==> config.mk <==
export PLATFORM = sky130hd
export DESIGN_NAME = hex_ascii_streamer
export DESIGN_NICKNAME = d
export VERILOG_FILES = /design/src/rtl/hex_ascii_streamer.sv
export SDC_FILE = /design/constraint.sdc
export NUM_CORES = 1
export LEC_CHECK = 0
export CAP_MARGIN = 10
export CORE_MARGIN = 5
export CORE_UTILIZATION = 40
export DETAILED_ROUTE_END_ITERATION = 6
export PLACE_DENSITY = 0.73
export SLEW_MARGIN = 10
export SYNTH_ARGS = -nofsm -noshare
export SYNTH_HDL_FRONTEND = slang
export SYNTH_SLANG_ARGS = --single-unit
export TNS_END_PERCENT = 10
==> constraint.sdc <==
create_clock -name i_clk -period 2.42 [get_ports i_clk]
set_input_delay 0.484 -clock i_clk [delete_from_list [all_inputs] [get_ports i_clk]]
set_output_delay 0.484 -clock i_clk [all_outputs]
set_load 0.02 [all_outputs]
==> src/rtl/hex_ascii_streamer.sv <==
// hex_ascii_streamer: captures a NIBBLES-digit hex word and streams it out as
// ASCII characters, most significant nibble first, one per ready/valid beat.
// Optional build macro HEX_ASCII_LZ_SUPPRESS_EN: when defined, leading zero
// nibbles are shown as spaces (the last digit is always a digit) so that
// values sit right-aligned in a fixed-width LCD field.
module hex_ascii_streamer #(
  parameter int NIBBLES   = 8,
  parameter int UPPERCASE = 1
) (
  input  logic                   i_clk,
  input  logic                   i_rst,
  input  logic [4*NIBBLES-1:0]   i_word,
  input  logic                   i_word_valid,
  output logic                   o_word_ready,
  output logic [7:0]             o_char,
  output logic                   o_char_valid,
  input  logic                   i_char_ready,
  output logic                   o_char_last,
  output logic                   o_busy
);

  localparam int W  = 4 * NIBBLES;
  localparam int IW = (NIBBLES > 1) ? $clog2(NIBBLES) : 1;

  // ST_INIT holds word_ready low for the single cycle after reset release
  typedef enum logic [1:0] {ST_INIT, ST_IDLE, ST_EMIT} state_t;

  state_t          state_reg, state_next;
  logic [W-1:0]    shift_reg, shift_next;
  logic [IW-1:0]   index_reg, index_next;
  logic [7:0]      char_reg, char_next;
  logic            valid_reg, valid_next;
  logic            last_reg, last_next;
  logic            busy_reg, busy_next;

  // Character load path shared by word acceptance and the per-beat advance
  logic            load;
  logic [3:0]      load_nib;
  logic            load_final;

`ifdef HEX_ASCII_LZ_SUPPRESS_EN
  // Sticky: a non-zero digit has already been emitted for this word
  logic            seen_reg, seen_next;
  logic            load_seen;
`endif

  // Plain hex digit to ASCII, 8-bit arithmetic on the zero-extended nibble
  function automatic logic [7:0] to_ascii(input logic [3:0] nib);
    logic [7:0] z;
    z = {4'h0, nib};
    if (nib < 4'd10)
      return 8'h30 + z;
    else if (UPPERCASE != 0)
      return 8'h37 + z;
    else
      return 8'h57 + z;
  endfunction

  // State and output registers
  always_ff @(posedge i_clk) begin
    if (i_rst) begin
      state_reg <= ST_INIT;
      shift_reg <= '0;
      index_reg <= '0;
      char_reg  <= 8'h00;
      valid_reg <= 1'b0;
      last_reg  <= 1'b0;
      busy_reg  <= 1'b0;
`ifdef HEX_ASCII_LZ_SUPPRESS_EN
      seen_reg  <= 1'b0;
`endif
    end else begin
      state_reg <= state_next;
      shift_reg <= shift_next;
      index_reg <= index_next;
      char_reg  <= char_next;
      valid_reg <= valid_next;
      last_reg  <= last_next;
      busy_reg  <= busy_next;
`ifdef HEX_ASCII_LZ_SUPPRESS_EN
      seen_reg  <= seen_next;
`endif
    end
  end

  // Next-state logic: accept a word, then advance one nibble per handshake
  always_comb begin
    state_next = state_reg;
    shift_next = shift_reg;
    index_next = index_reg;
    char_next  = char_reg;
    valid_next = valid_reg;
    last_next  = last_reg;
    busy_next  = busy_reg;
    load       = 1'b0;
    load_nib   = 4'h0;
    load_final = 1'b0;
`ifdef HEX_ASCII_LZ_SUPPRESS_EN
    seen_next  = seen_reg;
    load_seen  = 1'b0;
`endif

    case (state_reg)
      ST_INIT: begin
        state_next = ST_IDLE;
      end

      ST_IDLE: begin
        if (i_word_valid) begin
          shift_next = i_word;
          index_next = IW'(NIBBLES - 1);
          valid_next = 1'b1;
          busy_next  = 1'b1;
          state_next = ST_EMIT;
          load       = 1'b1;
          load_nib   = i_word[W-1 -: 4];
          load_final = (NIBBLES == 1);
`ifdef HEX_ASCII_LZ_SUPPRESS_EN
          load_seen  = 1'b0;
`endif
        end
      end

      ST_EMIT: begin
        if (i_char_ready) begin
          if (index_reg == '0) begin
            // Final character taken: drop back to idle
            state_next = ST_IDLE;
            char_next  = 8'h00;
            valid_next = 1'b0;
            last_next  = 1'b0;
            busy_next  = 1'b0;
          end else begin
            shift_next = shift_reg << 4;
            index_next = index_reg - IW'(1);
            load       = 1'b1;
            load_nib   = shift_next[W-1 -: 4];
            load_final = (index_next == '0);
`ifdef HEX_ASCII_LZ_SUPPRESS_EN
            load_seen  = seen_reg;
`endif
          end
        end
      end

      default: begin
        state_next = ST_INIT;
      end
    endcase

    // Register the character for the nibble now at the top of the word
    if (load) begin
      last_next = load_final;
`ifdef HEX_ASCII_LZ_SUPPRESS_EN
      seen_next = load_seen | (load_nib != 4'h0);
      char_next = (load_seen || load_nib != 4'h0 || load_final) ?
                  to_ascii(load_nib) : 8'h20;
`else
      char_next = to_ascii(load_nib);
`endif
    end
  end

  assign o_word_ready = (state_reg == ST_IDLE);
  assign o_char       = char_reg;
  assign o_char_valid = valid_reg;
  assign o_char_last  = last_reg;
  assign o_busy       = busy_reg;

endmodule
==> results of run 1 <==
## per-stage QoR
stage | std cells | TNS [ps] | area, um2 | power, mW | utilization (%)
2_1_floorplan | 228 | 0 | 2090 | 2.069 | -
3_3_place_gp | 341 | 0 | 2675 | 2.443 | 52.71
3_5_place_dp | 341 | -9.200 | 2675 | 2.476 | 52.71
4_1_cts | 349 | 0 | 2818 | 3.160 | 55.52
5_1_grt | 350 | 0 | 2845 | 3.444 | 56.07
6_report | 350 | 0 | 2845 | 3.177 | 56.07
## layer usage
metal	wire, um	GRT usage, %	part of all wire [%]
met3	265	4.555	5.8
met1	2105	18.07	46
met5	0	0	0
met4	59	5.482	1.3
met2	2140	24.28	47
## power groups by stage
stage               Clock, mW  Sequential, mW  Combinational [mW]
finish                  0.681            1.05                1.45
global route            0.724            1.07                1.65
floorplan                   0            1.05                1.02
detailed placement          0            1.06                1.42
CTS                     0.693            1.04                1.43
global placement            0            1.05                1.39
## kinds of logic after synthesis
kind of cell | after synthesis
buffers and inverters | 24
other | 1
AO/OA/AOI/OAI | 58
AND/OR/NAND/NOR | 67
XOR/XNOR | 2
adder cells (fa/ha/maj) | 8
multiplexers | 26
flip-flops | 42
## worst max path at each step
stage          slack, ps                 startpoint                     end
2_1_floorplan        250  state_reg[0]$_SDFFE_PP0P_  o_char[2]$_SDFFE_PP0P_
3_3_place_gp          80               i_word_valid  o_char[2]$_SDFFE_PP0P_
3_5_place_dp          -9               i_word_valid  o_char[2]$_SDFFE_PP0P_
4_1_cts               60  state_reg[0]$_SDFFE_PP0P_  o_char[2]$_SDFFE_PP0P_
5_1_grt               40  state_reg[0]$_SDFFE_PP0P_  o_char[6]$_SDFFE_PP0P_
6_report             210  state_reg[0]$_SDFFE_PP0P_  o_char[6]$_SDFFE_PP0P_
## cell usage after synthesis, drive strengths merged (2+ instances only)
master and count:
a311oi 2, a211oi 26, clkbuf 5, nand2 7, dfxtp 42, mux2i 26, nor2b 3, nand4 3
nand3 4, nor2 36, a2bb2oi 2, ha 8, buf 13, a21oi 9, inv 6, nand2b 6
and2 3, a22oi 3, a32o 2, o21ai 6, nor3 2
## critical path: stages, from the launching register on
cell	delay, ps
dfxtp_2	360
inv_1	70
ha_2	340
and3_1	220
a32oi_2	200
ha_2	220
a21boi_0	190
nand2_1	130
buf_4	150
a22oi_1	150
nor2_1	50
## final cells by class
| type | instances | area, um2 |
|---|---|---|
| timing repair buffer | 62 | 593.1 |
| inverter | 6 | 22.52 |
| tap | 70 | 87.58 |
| fill | 482 | 2230 |
| multi-input combinational | 162 | 1156 |
| clock inverter | 2 | 60.06 |
| sequential | 42 | 843.3 |
| clock buffer | 6 | 82.58 |
## timing repair
| action | CTS | global route |
|---|---|---|
| setup endpoints to repair | 0 | 4 |
| buffers inserted | 0 | 1 |
| resized for setup | 0 | 6 |
==> summary.txt, run 1 <==
Run status
  – Status: finished, final reports clean

Routing
  – Via count: 1776
  – Final wirelength: between 4000 and 5000 um
  – Routed Antenna Nets: 0
  – # DRC: 0
  – Initial DRC Count: 66
  – Avg Vias per Cell: 5.074
  – Pre-antenna DRT Iters: 4
  – DR WL/cell: approximately 13 um

Setup path
  – Worst Path Required: 2600 ps
  – Critical Path Fanout Max: 7
  – Crit path kind: register to register
  – Worst Reg-to-Reg Cells: 10
  – Worst EP arrival: approximately 2400 ps
  – R2r startpoint: state_reg[0]$_SDFFE_PP0P_
  – R2R Path End: o_char[6]$_SDFFE_PP0P_
  – Reg2Reg Setup Slack: 210 ps
  – Worst Setup End Kind: register
  – Crit path launch type: register

Power
  – Gate power share: 45.6%
  – Switching power: 1.153 mW
  – Pleak: roughly 1.0 nW
  – Clk pwr share: between 20% and 30%
  – P_int: roughly 2.0 mW
  – P per Cell Area: 1117 nW/um2
  – Sequential Power Share: 33.0%
  – Sw Ratio: 36.29%
  – Maximum VDD drop: 0.0005557 V

Placement
  – Setup WS pre-CTS: -9.200 ps
  – IO Port Bufs: 46
  – Detailed placer's ending HPWL: 3341 um
  – RePlAce Congestion: a little over 0.9

Yosys
  – Post-synth top area share: approximately two fifths
  – Synthesized area: 2090 um2
  – Mux cell area share after synthesis: 12.46%
  – Primary FF master, synth: dfxtp_1
  – Synth cell types: 43
  – Mapped Cells: 228
  – Net count after synthesis: 272
  – XOR/XNOR Fraction of Synth Area: 0.8383%
  – Compound-Gate Fraction of Synth Area: approximately 21%
  – Asr flop ratio synth: 0%
  – Cell taking the most area after synthesis: dfxtp_1
  – Synth Area in Adders: 4.790%
  – Yosys warns: 0
  – Post-Synth Simple-Gate Area: 15.27%
  – Syn Area/Cell: between 9 and 10 um2
  – Largest family of logic cells by synthesized area: compound AO/OA/AOI/OAI gates
  – Sequential area share after synthesis: 40.24%
  – EDFF count, synth: 0
  – Largest cells by area after synthesis: dfxtp_1 (40%), mux2i_1 (12%), a211oi_1 (9.3%), nor2_1 (6.5%), ha_1 (4.8%)
  – Synthesized flop and latch total: between 40 and 50

Clock tree
  – Hold buffer count at CTS: 0
  – Htree depth: 2
  – CTS buffer count: 5
  – Clk sinks: 42
  – Clock transition at path regs: approximately 90 ps
  – CTS max path bufs: 2
  – Root Driver: clkbuf_8
  – Worst-skew pair later-pin latency: roughly 300 ps
  – CTS tree: built

Layout
  – Layout cells sized above 1: 12.14%
  – Commonest non-fill, non-tap cell in the layout: clkdlybuf4s50_1
  – Max reg flops: 28
  – Layout area overhead: 36.17%
  – N_diodes: 0
  – Most frequent cells in the layout: clkdlybuf4s50_1 (46), dfxtp_1 (40), nor2_1 (36)
  – Total Nets Final: between 300 and 400

STA
  – Final number of max-transition violations: 0
  – Final setup margin: 213.5 ps
  – FMAX: 453.2 MHz
  – Final min period: about 2200 ps
  – Hold slack: 464.0 ps
  – Final setup fails: 0
  – Hold Fails Final Rpt: 0
  – Final Cycle Share: ~90%
  – RSZ-0062 raised after global routing: true
  – Worst Skew: 10.03 ps

Hold path
  – HP Start: o_char[0]$_SDFFE_PP0P_
  – Hold path depth: 2
  – Min-Delay Path Class: register to register
  – Worst hold path endpoint: o_char[0]$_SDFFE_PP0P_

Die
  – Starting Density: between 40% and 50%
  – Core area: 5075 um2
  – Die ar.: 6769 um2
  – Num rows: 26
  – Die Span Y: 82.28 um
  – I/O Pins: 48
  – Die X: 82.28 um

GRT
  – Largest net degree at the start of global routing: 37
  – Initial antenna violation count: 0
  – Global route total overflow: 0
  – Global-route wire length before repair: 7707 um
  – Number of global-route vias before repair: 1697
  – Total track usage: between 10% and 20%

Job
  – Maxcap violations: 0
(Power assumes the default switching activity.)
==> run 2, diff against run 1 <==
CAP_MARGIN = default   (was 10)
RECOVER_POWER = 100   (was default)
==> summary.txt, run 2 (synthesis gave the netlist of run 1 again) <==
Run status
  – Status: finished, final reports clean

STA
  – Final setup fails: 0
  – RSZ-0062 raised after global routing: true
  – Relative slew margins: 45.25%
  – Final min period: 2214 ps
  – Hold Fails Final Rpt: 0
  – Setup_tns: 0 ps
  – Worst Skew: a little under 10 ps
  – FMAX: 451.8 MHz
  – Final Cycle Share: 91.47%
  – Worst slew pin tran: between 800 and 900 ps
  – Final number of max-transition violations: 0

Clock tree
  – Clk sinks: 42
  – Htree depth: 2
  – Clock transition at path regs: 80 ps
  – CTS tree: built
  – Root Driver: clkbuf_8
  – Worst-skew pair later-pin latency: 300 ps
  – CTS buffer count: 5
  – CTS max path bufs: 2

Layout
  – Layout fillers: 484
  – Layout area overhead: 35.69%
  – N_diodes: 0
  – Layout cells sized above 1: a little under an eighth
  – Max reg flops: 28
  – Total Nets Final: approximately 320
  – Multi-input logic area: 1155 um2
  – Most frequent cells in the layout: dfxtp_1 (40), nor2_1 (36), clkdlybuf4s50_1 (35)
  – Storage element area: about 840 um2
  – Commonest non-fill, non-tap cell in the layout: dfxtp_1

Setup path
  – Crit-path cells: inv_1 > ha_2 > and3_1 > a32oi_2 > ha_2 > a21boi_0 > nand2_1 > buf_4 > a22oi_1 > nor2_1
  – Critical-path top delay cell: dfxtp_2
  – R2r startpoint: state_reg[0]$_SDFFE_PP0P_
  – Worst EP arrival: around 2400 ps
  – Worst Path Required: 2600 ps
  – Critical Path Fanout Max: 7
  – Worst Setup End Kind: register
  – Largest stage delay on the critical path: 360 ps
  – Crit path kind: register to register
  – Cell mode on critical path: ha_2
  – CP Launch Point: state_reg[0]$_SDFFE_PP0P_
  – Crit path launch type: register

Placement
  – IO Port Bufs: 46
  – Detailed placer's ending HPWL: 3341 um
  – RePlAce Congestion: 0.9128

Routing
  – # DRC: 0
  – DR WL/cell: 13.00 um
  – Pre-antenna DRT Iters: 4
  – Final wirelength: 4549 um
  – Routed Antenna Nets: 0
  – Initial DRC Count: 73
  – Via count: roughly 1800
  – Avg Vias per Cell: approximately 5

Power
  – P per Cell Area: 1112 nW/um2
  – Total power: 3.153 mW
  – Pleak: 1.057 nW
  – Maximum VDD drop: approximately 0.00054 V

Die
  – Die X: 82.28 um
  – I/O Pins: 48
  – Core area: between 5000 and 6000 um2
  – Die Span Y: 82.28 um
  – Starting Density: 41.17%
  – Num rows: 26
  – Die ar.: 6769 um2

Hold path
  – HP Start: o_char[0]$_SDFFE_PP0P_
  – Min-Delay Path Class: register to register

GRT
  – Largest net degree at the start of global routing: 37
  – Global route total overflow: 0
  – Global-route wire length before repair: approximately 7700 um
  – Total track usage: around 15%
  – Initial antenna violation count: 0
  – Number of global-route vias before repair: approximately 1700

Job
  – Maxcap violations: 0
[run 2: cell count changes in the layout (fill, tap and decap cells not counted), moves of 2 or more]
cell and change:
buf_4 -3, clkbuf_2 +2, clkdlybuf4s50_1 -11, dlygate4sd3_1 +11
[run 2: path summary, 6_finish.rpt]
| kind | to | slack [ps] | cells after the start |
|---|---|---|---|
| worst max-delay path | o_char[6]$_SDFFE_PP0P_ | 210 | 10 |
| worst min-delay path | o_char[0]$_SDFFE_PP0P_ | 460 | 2 |
| worst max register to register | o_char[6]$_SDFFE_PP0P_ | 210 | 10 |
| worst min register to register | o_char[0]$_SDFFE_PP0P_ | 460 | 2 |
[run 2: cell type report]
class | instances | share of cell area [%]
inverter | 6 | 0.7944
timing repair buffer | 62 | 20.61
sequential | 42 | 29.74
clock buffer | 6 | 2.913
multi-input combinational | 162 | 40.73
clock inverter | 2 | 2.118
tap | 70 | 3.089
[run 2: metrics by stage]
step | hold slack [ps] | utilization (%) | setup slack (ps) | cell area, um2 | instances
4_1_cts | 462.1 | 55.52 | 55.53 | 2818 | 349
3_5_place_dp | 449.2 | 52.71 | -9.200 | 2675 | 341
6_report | 461.0 | 55.87 | 206.5 | 2835 | 350
3_3_place_gp | 445.7 | 52.71 | 78.13 | 2675 | 341
2_1_floorplan | 445.0 | - | 253.7 | 2090 | 228
5_1_grt | 475.9 | 55.87 | 23.44 | 2835 | 350
[run 2: per-layer routing]
layer  routed length [um]  up-vias  GRT usage (%)
li1                     -      926              -
met1                 2102      798          18.07
met2                 2124       42          24.28
met3                  260        9          4.555
met4                   61        0          5.482
met5                    0        -              0
[run 2: repair_timing]
action,in CTS,in global routing
buffers inserted,0,1
resized for setup,0,6
hold buffers,0,0
setup endpoints to repair,0,4
[run 2: worst max-delay path: cells and delay by family, from the launching register on]
| kind | cells | cell delay (ps) |
|---|---|---|
| simple gates | 3 | 400 |
| compound gates | 3 | 550 |
| buf+inv | 2 | 220 |
| flops | 1 | 360 |
| fa+ha+maj | 2 | 560 |
[run 2: where the power goes]
| part | internal (mW) | switching [mW] | leakage, nW |
|---|---|---|---|
| logic | 0.649 | 0.775 | 0.640 |
| clock network | 0.440 | 0.242 | 0.0714 |
| registers | 0.914 | 0.132 | 0.346 |
